`src/rtl/grom_io_display.sv`:
```
// grom_io_display
//
// I/O-mapped display controller for the grom8 system. Decodes CPU I/O-port
// writes into per-digit hex nibbles, a blank mask and an LED/control register.
// It drives a time-multiplexed bank of seven-segment digits. Each digit slot
// starts with one dead cycle, and the display supports blink.
//
// Port map (H = NUM_DIGITS/2), relative to PORT_BASE:
//   k (0..H-1) : digit pair, [3:0] -> digit 2k, [7:4] -> digit 2k+1
//   H          : blank mask, bit i blanks digit i
//   H+1        : control, bit0 = blink enable, [7:4] = LED value
//   other      : ignored
//
// Optional feature macro: GROM_IO_READBACK_EN
//   defined     : an I/O read (i_Ioreq & ~i_We) loads o_Data with the
//                 addressed register; o_Data holds between reads
//   not defined : o_Data tied to 8'h00
//
// Ports:
//   i_Clk       system clock, rising edge
//   i_Reset_n   asynchronous active-low reset
//   i_Addr      I/O port number
//   i_Data      CPU write data
//   i_We        CPU write enable
//   i_Ioreq     CPU I/O request
//   o_Data      readback data
//   o_Segment   segments A..G on bits 0..6, active-high
//   o_Digit_En  digit select, one-hot or zero, active-high
//   o_LED       LED outputs

module grom_io_display #(
    parameter int         NUM_DIGITS  = 4,
    parameter int         SCAN_DIV    = 1024,
    parameter int         BLINK_SCANS = 64,
    parameter logic [7:0] PORT_BASE   = 8'h00
) (
    input  logic                  i_Clk,
    input  logic                  i_Reset_n,
    input  logic [7:0]            i_Addr,
    input  logic [7:0]            i_Data,
    input  logic                  i_We,
    input  logic                  i_Ioreq,
    output logic [7:0]            o_Data,
    output logic [6:0]            o_Segment,
    output logic [NUM_DIGITS-1:0] o_Digit_En,
    output logic [3:0]            o_LED
);

    localparam int H     = NUM_DIGITS / 2;
    localparam int IDX_W = $clog2(NUM_DIGITS);
    localparam int DIV_W = $clog2(SCAN_DIV);
    // +1 keeps the width at least one bit when BLINK_SCANS == 1
    localparam int BLK_W = $clog2(BLINK_SCANS + 1);

    localparam logic [7:0]       OFS_MASK = 8'(H);
    localparam logic [7:0]       OFS_CTRL = 8'(H + 1);
    localparam logic [DIV_W-1:0] DIV_LAST = DIV_W'(SCAN_DIV - 1);
    localparam logic [IDX_W-1:0] IDX_LAST = IDX_W'(NUM_DIGITS - 1);
    localparam logic [BLK_W-1:0] BLK_LAST = BLK_W'(BLINK_SCANS - 1);

    // ------------------------------------------------------------------
    // Register file
    // ------------------------------------------------------------------
    logic                  wr_stb;
    logic [7:0]            ofs;
    logic [3:0]            digit_q [NUM_DIGITS];
    logic [NUM_DIGITS-1:0] mask_q;
    logic [3:0]            led_q;
    logic                  blink_en_q;

    assign wr_stb = i_Ioreq & i_We;
    // Offset from the base port; all decode is done on the offset so the
    // block can be placed anywhere in the 8-bit I/O space.
    assign ofs    = i_Addr - PORT_BASE;

    always_ff @(posedge i_Clk or negedge i_Reset_n) begin
        if (!i_Reset_n) begin
            for (int i = 0; i < NUM_DIGITS; i++) begin
                digit_q[i] <= 4'h0;
            end
            mask_q     <= '0;
            led_q      <= 4'h0;
            blink_en_q <= 1'b0;
        end else if (wr_stb) begin
            for (int k = 0; k < H; k++) begin
                if (ofs == 8'(k)) begin
                    digit_q[2*k]   <= i_Data[3:0];
                    digit_q[2*k+1] <= i_Data[7:4];
                end
            end
            if (ofs == OFS_MASK) begin
                mask_q <= i_Data[NUM_DIGITS-1:0];
            end
            if (ofs == OFS_CTRL) begin
                led_q      <= i_Data[7:4];
                blink_en_q <= i_Data[0];
            end
        end
    end

    assign o_LED = led_q;

    // ------------------------------------------------------------------
    // Scan divider, digit index and blink phase
    // ------------------------------------------------------------------
    logic [DIV_W-1:0] div_q;
    logic [IDX_W-1:0] idx_q;
    logic [BLK_W-1:0] blk_cnt_q;
    logic             phase_q;

    always_ff @(posedge i_Clk or negedge i_Reset_n) begin
        if (!i_Reset_n) begin
            div_q     <= '0;
            idx_q     <= '0;
            blk_cnt_q <= '0;
            phase_q   <= 1'b0;
        end else if (div_q == DIV_LAST) begin
            div_q <= '0;
            if (idx_q == IDX_LAST) begin
                idx_q <= '0;
                // Blink phase counts full scan rounds, independent of the
                // blink enable, so enabling blink never restarts the phase.
                if (blk_cnt_q == BLK_LAST) begin
                    blk_cnt_q <= '0;
                    phase_q   <= ~phase_q;
                end else begin
                    blk_cnt_q <= blk_cnt_q + 1'b1;
                end
            end else begin
                idx_q <= idx_q + 1'b1;
            end
        end else begin
            div_q <= div_q + 1'b1;
        end
    end

    // ------------------------------------------------------------------
    // Output register
    // ------------------------------------------------------------------
    function automatic logic [6:0] hex7(input logic [3:0] v);
        logic [6:0] s;
        case (v)
            4'h0:    s = 7'h3F;
            4'h1:    s = 7'h06;
            4'h2:    s = 7'h5B;
            4'h3:    s = 7'h4F;
            4'h4:    s = 7'h66;
            4'h5:    s = 7'h6D;
            4'h6:    s = 7'h7D;
            4'h7:    s = 7'h07;
            4'h8:    s = 7'h7F;
            4'h9:    s = 7'h6F;
            4'hA:    s = 7'h77;
            4'hB:    s = 7'h7C;
            4'hC:    s = 7'h39;
            4'hD:    s = 7'h5E;
            4'hE:    s = 7'h79;
            default: s = 7'h71;
        endcase
        return s;
    endfunction

    logic                  lit;
    logic [NUM_DIGITS-1:0] onehot;
    logic [3:0]            cur_nibble;

    // divider == 0 is the dead cycle that separates adjacent digit slots
    assign lit        = (div_q != '0) && !mask_q[idx_q] && !(blink_en_q && phase_q);
    assign onehot     = {{(NUM_DIGITS-1){1'b0}}, 1'b1} << idx_q;
    assign cur_nibble = digit_q[idx_q];

    always_ff @(posedge i_Clk or negedge i_Reset_n) begin
        if (!i_Reset_n) begin
            o_Digit_En <= '0;
            o_Segment  <= 7'h00;
        end else if (lit) begin
            o_Digit_En <= onehot;
            o_Segment  <= hex7(cur_nibble);
        end else begin
            o_Digit_En <= '0;
            o_Segment  <= 7'h00;
        end
    end

    // ------------------------------------------------------------------
    // Optional readback
    // ------------------------------------------------------------------
`ifdef GROM_IO_READBACK_EN
    logic       rd_stb;
    logic [7:0] rd_data;

    assign rd_stb = i_Ioreq & ~i_We;

    always_comb begin
        rd_data = 8'h00;
        for (int k = 0; k < H; k++) begin
            if (ofs == 8'(k)) begin
                rd_data = {digit_q[2*k+1], digit_q[2*k]};
            end
        end
        if (ofs == OFS_MASK) begin
            rd_data = 8'(mask_q);
        end
        if (ofs == OFS_CTRL) begin
            rd_data = {led_q, 3'b000, blink_en_q};
        end
    end

    always_ff @(posedge i_Clk or negedge i_Reset_n) begin
        if (!i_Reset_n) begin
            o_Data <= 8'h00;
        end else if (rd_stb) begin
            o_Data <= rd_data;
        end
    end
`else
    assign o_Data = 8'h00;
`endif

endmodule

```
`config.mk`:
```
export PLATFORM = sky130hd
export DESIGN_NAME = grom_io_display
export DESIGN_NICKNAME = d
export VERILOG_FILES = /design/src/rtl/grom_io_display.sv
export SDC_FILE = /design/constraint.sdc
export NUM_CORES = 1
export LEC_CHECK = 0
export CELL_PAD_IN_SITES_DETAIL_PLACEMENT = 1
export CELL_PAD_IN_SITES_GLOBAL_PLACEMENT = 1
export CORE_MARGIN = 5
export CORE_UTILIZATION = 43
export DETAILED_ROUTE_END_ITERATION = 10
export MAX_ROUTING_LAYER = met4
export PLACE_DENSITY = 0.79
export SYNTH_ARGS = -nofsm -noshare
export SYNTH_HDL_FRONTEND = slang
export SYNTH_SLANG_ARGS = --single-unit
```
`constraint.sdc`:
```
create_clock -name i_Clk -period 2.51 [get_ports i_Clk]
set_input_delay 0.6275 -clock i_Clk [delete_from_list [all_inputs] [get_ports i_Clk]]
set_output_delay 0.6275 -clock i_Clk [all_outputs]
set_load 0.005 [all_outputs]
```
### Word-level counts from Yosys, hierarchy flattened

Memory sizes are Yosys's and may differ from the RTL's.
Index checks and enable logic that the tools add are counted.

* flip-flop bits (word level): 56
* ROM bits: 112
* memories: 1

* add/sub/neg operators: 3
* $lt $le $gt $ge: 2
* equality and inequality tests: 6
* shift operators: 1
* multiplexer cells: 10
* bitwise logic cells: 3
* reductions and logical operators: 13

Memory list
* (no name shown): words 16, width 7, read ports 1, clocked after Yosys merged registers in 0, write ports 0, line 142 `case (v)`

Operators by type and width (number)
* 8-bit by 2-bit equality test with 1-bit output, second input constant: 2
* 7-bit 2-to-1 mux: 2
* 4-bit 2-to-1 mux: 3
* 10-bit by 1-bit adder with 10-bit output, second input constant: 1
* 10-bit equality test, second input constant: 1
* 10-bit 2-to-1 mux: 1
* 2-bit AND reduction: 5
* 10-bit nonzero test: 1
* 4-bit binary-select mux with 2-bit select: 1
* 8-bit by 1-bit equality test with 1-bit output, second input constant: 1
* 8-bit logical NOT: 1
* 7-bit by 1-bit adder with 7-bit output, second input constant: 1
* 7-bit by 6-bit equality test with 1-bit output, second input constant: 1
* 1-bit by 2-bit << shifter with 4-bit output, first input constant: 1
* 3-bit >= comparator, second input constant: 1
* 1-bit logical AND: 3
* 2-bit by 3-bit less-than comparator with 1-bit output, second input constant: 1
* 2-bit inverter with 3-bit output: 1
* 3-bit AND reduction: 1
* 2-bit by 1-bit adder with 2-bit output, second input constant: 1
* 1-bit binary-select mux with 2-bit select: 1
* 2-bit equality test, second input constant: 1
* 1-bit logical NOT: 2
* 2-bit 2-to-1 mux: 1
* other kinds (3): 3

### Logic depth before layout (Yosys ltp)

* depth after elaboration: 6
* mapped depth: 8
* depth with buffers taken out: 7

### Worst setup path before layout

OpenSTA, ideal clock, no wires.

* kind: register to register
* from: register idx_q[0]
* to: register o_Segment[0]
* library setup time: 0.125 ns
* arrival time: 1.923 ns
* required time: 2.385 ns
* setup slack: 0.461 ns
* stages on the path, launching flop included: 9
* buffers on the path: 1
* period minus slack after synthesis: 2.049 ns
* path through: dfrtp_1 > buf_6 > mux4_1 > inv_1 > ha_1 > nor3_1 > a311oi_1 > a21o_2 > a21oi_1

* longest elaborated chain between the ends: 6

Ends and longest elaborated chain
* start, declared: line 107 `logic [IDX_W-1:0] idx_q;`
* start signal, assigned: line 130 `idx_q <= idx_q + 1'b1;`
* 2-bit inverter with 3-bit output (implied by the code) or 1-bit binary-select mux with 2-bit select (tied branches): line 170, 168
* 4-bit binary-select mux with 2-bit select or 1-bit 2-to-1 mux (tied branches): line 170, 168
* 4-bit 2-to-1 mux (implied by the code) or 1-bit logical NOT (tied branches): line 170, 168
* 4-bit 2-to-1 mux (implied by the code) or 1-bit logical AND (tied branches): line 170, 168
* memory 16 x 7 bit or 1-bit logical AND (tied branches)
* 7-bit 2-to-1 mux *: line 176 `end else if (lit) begin`
* end signal, assigned: line 178 `o_Segment <= hex7(cur_nibble);`
* end, declared: line 44 `output logic [6:0] o_Segment,`

Mark *: on every way between the ends. The rest lies on a longest branch, timed or not. The select of a mux whose other input is x is not followed.
A chain may end at the register's enable or synchronous reset.

### Final worst setup path

* from: register idx_q[1]
* to: register o_Segment[6]

The elaborated chain is that of the path after synthesis.

==> metrics.md <==
| Metric | Value |
|---|---|
| Area of the die | 8320 µm² |
| Worst-Margin Slew | 1060 ps |
| Root buffer selected by CTS | sky130_fd_sc_hd__clkbuf_8 |
| Number of warnings printed during yosys synthesis | 0 |
| Syn avg cell area | approximately 12 µm² |
| Crit path max-delay cell type | sky130_fd_sc_hd__o21ai_0 |
| Number of top-level design ports | 43 |
| Commonest non-fill, non-tap cell in the layout | sky130_fd_sc_hd__dfrtp_1 |
| Clock Skews | 8.65 ps |
| Router iterations before antenna repair | 4 |
| Endpoints failing setup | 0 |
| CTS tree | built |
| Final estimated routing congestion in global placement | 0.803 |
| Seq cells post-synth | 56 |
| Vias | around 1800 |
| Biggest area consumer among synthesized cells | sky130_fd_sc_hd__dfrtp_1 |
| Leak | roughly 0.0015 µW |
| Share of post-route cells with drive strength above 1 | 20.1% |
| Total of hold buffers inserted after clock tree synthesis | 0 |
| Area share of the leading cell type in the synthesized netlist | 49.4% |
| Iteration-0 DRC count of the detailed router | 38 |
| Distinct cells, synth | 48 |
| Fin crit period | 2290 ps |
| Total standard cell area after synthesis | between 2000 and 3000 µm² |
| Antenna Diode Count | 0 |
| Maximum vdd drop | between 0.2 and 0.3 mV |
| Detail Placement HPWL | about 4.2 mm |
| Post-synthesis sequential area ratio | between 40 and 50% |
| Number of remaining DRC errors | 0 |
| Synth-to-layout area growth | 17.4% |
| Crit path launch type | register |
| Vias in the first global route | 2028 |
| TritonCTS Sinks | 56 |
| Worst slack at placement | slightly above 8 ps |
| Average wire length per cell after detail routing | between 15 and 20 µm |
| Worst Path Required | around 2700 ps |
| Sum of routed wire length over all layers | around 5.6 mm |
| Aggregate negative setup slack | 0 ps |
| First-pass GRT wire length | 9.71 mm |
| Area of the core | roughly 6400 µm² |
| Final hold violation count | 0 |
| Initial standard-cell utilization of the core | around 44% |
| Worst min-delay path class | primary input to async pin |
| Net count of the finished layout | 311 |
| Buffers on Ports | 34 |
| Via density | slightly above 5 |
| RSZ-0062 raised after global routing | false |
| Final slew viol count | 0 |
| Power density of the placed cells | ~470 nW/µm² |
| Clock buffer depth | 2 |
| Die H | ~90 µm |
| Source-to-sink clock delay at the later pin of the worst-skew pair | 310 ps |
| Kind of critical path | register to register |
| Dominant cells by area after synthesis | sky130_fd_sc_hd__dfrtp_1 49%, sky130_fd_sc_hd__mux2_2 10%, sky130_fd_sc_hd__ha_1 5.7% |
| Num rows | 29 |
| Largest net degree at the start of global routing | 57 |
| Cells resized by post-CTS repair | 0 |
| Result of the run | finished clean |
| CTS Buf Count | 5 |
| Data arrival time of the critical path | roughly 2500 ps |
| Cell count after synthesis | 238 |
| Maximum achievable frequency | around 440 MHz |
| Startpoint of the worst-slack reg-to-reg timing path | idx_q[1] |
| Buf+Inv Stages, Crit Path | 0 |
| Max Cap Viol | 0 |
| Width of the chip | 91.2 µm |
| Final worst setup slack | approximately 220 ps |
| Number of enable-type register cells in the synthesized netlist | 0 |
| Crit path launch | idx_q[1] |
| Critical Path, Cell by Cell | mux2_4 > o21ai_0 > nor2_1 > a221oi_1 |
| Total grt overflow | 0 |
| Slowest stage delay, CP | 820 ps |
| Most frequently used flop master after synthesis | sky130_fd_sc_hd__dfrtp_1 |
| Post-route fraction of the period consumed by the critical path | slightly above 90% |
| Max transition margin | between 20% and 30% |
| Kind of end point of the critical path | register |
| Number of antenna violations at the first check in global routing | 0 |
| Family with the most delay on the worst path | compound AO/OA/AOI/OAI gates |
| Clock slew at reported path FFs | between 100 and 150 ps |
| Asr flop ratio synth | 100% |
| Remaining number of nets flagged by the antenna check after routing | 0 |
| Total routing resource utilization after global routing | approximately 14% |
| Max Fanout on Critical Path | 11 |
| Top library cells by usage in the layout, fill and taps aside | 56 x sky130_fd_sc_hd__dfrtp_1, 33 x sky130_fd_sc_hd__clkdlybuf4s50_1, 26 x sky130_fd_sc_hd__mux2_2 |
| Buffers inserted by post-CTS timing repair | 0 |
| Total number of H-tree levels | 2 |
[routing by layer]
layer | share of wire (%) | wire (µm) | GRT usage [%]
met1 | 47 | 2630 | 19.0
met2 | 49 | 2710 | 23.4
met3 | 3.2 | 179 | 2.48
met4 | 0.86 | 48 | 3.30
met5 | 0 | 0 | -
[area by class of cell]
| type | instances | area, µm² |
|---|---|---|
| clock buffers | 5 | 68.8 |
| repair buffers | 38 | 378 |
| clock inverters | 3 | 22.5 |
| multi-input cells | 167 | 1320 |
| fillers | 682 | 3060 |
| well taps | 77 | 96.3 |
| flip-flops and latches | 56 | 1400 |
| inverters | 10 | 37.5 |
[flip-flops by register name, indices dropped and copies added (netlist names)]
| signal | count |
|---|---|
| o_Digit_En | 4 |
| blink_en_q | 1 |
| digit_q | 16 |
| idx_q | 2 |
| o_Segment | 7 |
| mask_q | 4 |
| o_LED | 4 |
| blk_cnt_q | 7 |
| phase_q | 1 |
| div_q | 10 |
[final timing paths]
check	endpoint	slack, ps	depth (start not counted)
setup / recovery	o_Segment[6]	220	4
hold / removal	blk_cnt_q[4]	290	2
setup reg to reg	o_Segment[6]	220	4
hold reg to reg	phase_q	480	1
max in group asynchronous	digit_q[4]	1960	2
min in group i_Clk	phase_q	480	1
[stage by stage]
stage,instance area [µm²],hold slack [ps],instances,util (%),power (µW)
2_1_floorplan,2860,332,245,-,995
3_3_place_gp,3240,468,348,50.7,1070
3_5_place_dp,3240,464,348,50.7,1070
4_1_cts,3330,301,356,52.1,1590
5_1_grt,3330,309,356,52.1,1640
6_report,3330,289,356,52.1,1570
[cells by family after synthesis]
logic type / after synthesis / synth area share (%)
AO/OA/AOI/OAI: 28 / 6.53
XOR/XNOR: 12 / 3.71
adder cells (fa/ha/maj): 13 / 5.74
buffers and inverters: 22 / 4.81
flip-flops: 56 / 49.4
multiplexers: 34 / 15.2
other: 1 / 0.132
AND/OR/NAND/NOR: 72 / 14.5
[report_power, final]
group          total (µW)  internal (µW)  switching (µW)  leakage [µW]
logic                 124           68.1            56.1      0.000727
registers             929            921            8.03      0.000731
clock network         513            201             312     0.0000485
total                1570           1190             376       0.00151
[cell usage after synthesis, types with 4 or more instances]
library cell and n:
sky130_fd_sc_hd__xor2_1 6, sky130_fd_sc_hd__and3_1 4, sky130_fd_sc_hd__dfrtp_1 56, sky130_fd_sc_hd__nand3_1 6, sky130_fd_sc_hd__xnor2_1 6, sky130_fd_sc_hd__a21oi_1 4
sky130_fd_sc_hd__buf_4 8, sky130_fd_sc_hd__ha_1 13, sky130_fd_sc_hd__nor2_1 15, sky130_fd_sc_hd__nor3_1 5, sky130_fd_sc_hd__inv_1 10, sky130_fd_sc_hd__nand2_1 15
sky130_fd_sc_hd__o21ai_0 11, sky130_fd_sc_hd__mux2_2 26
Power figures use the tool's default switching activity.
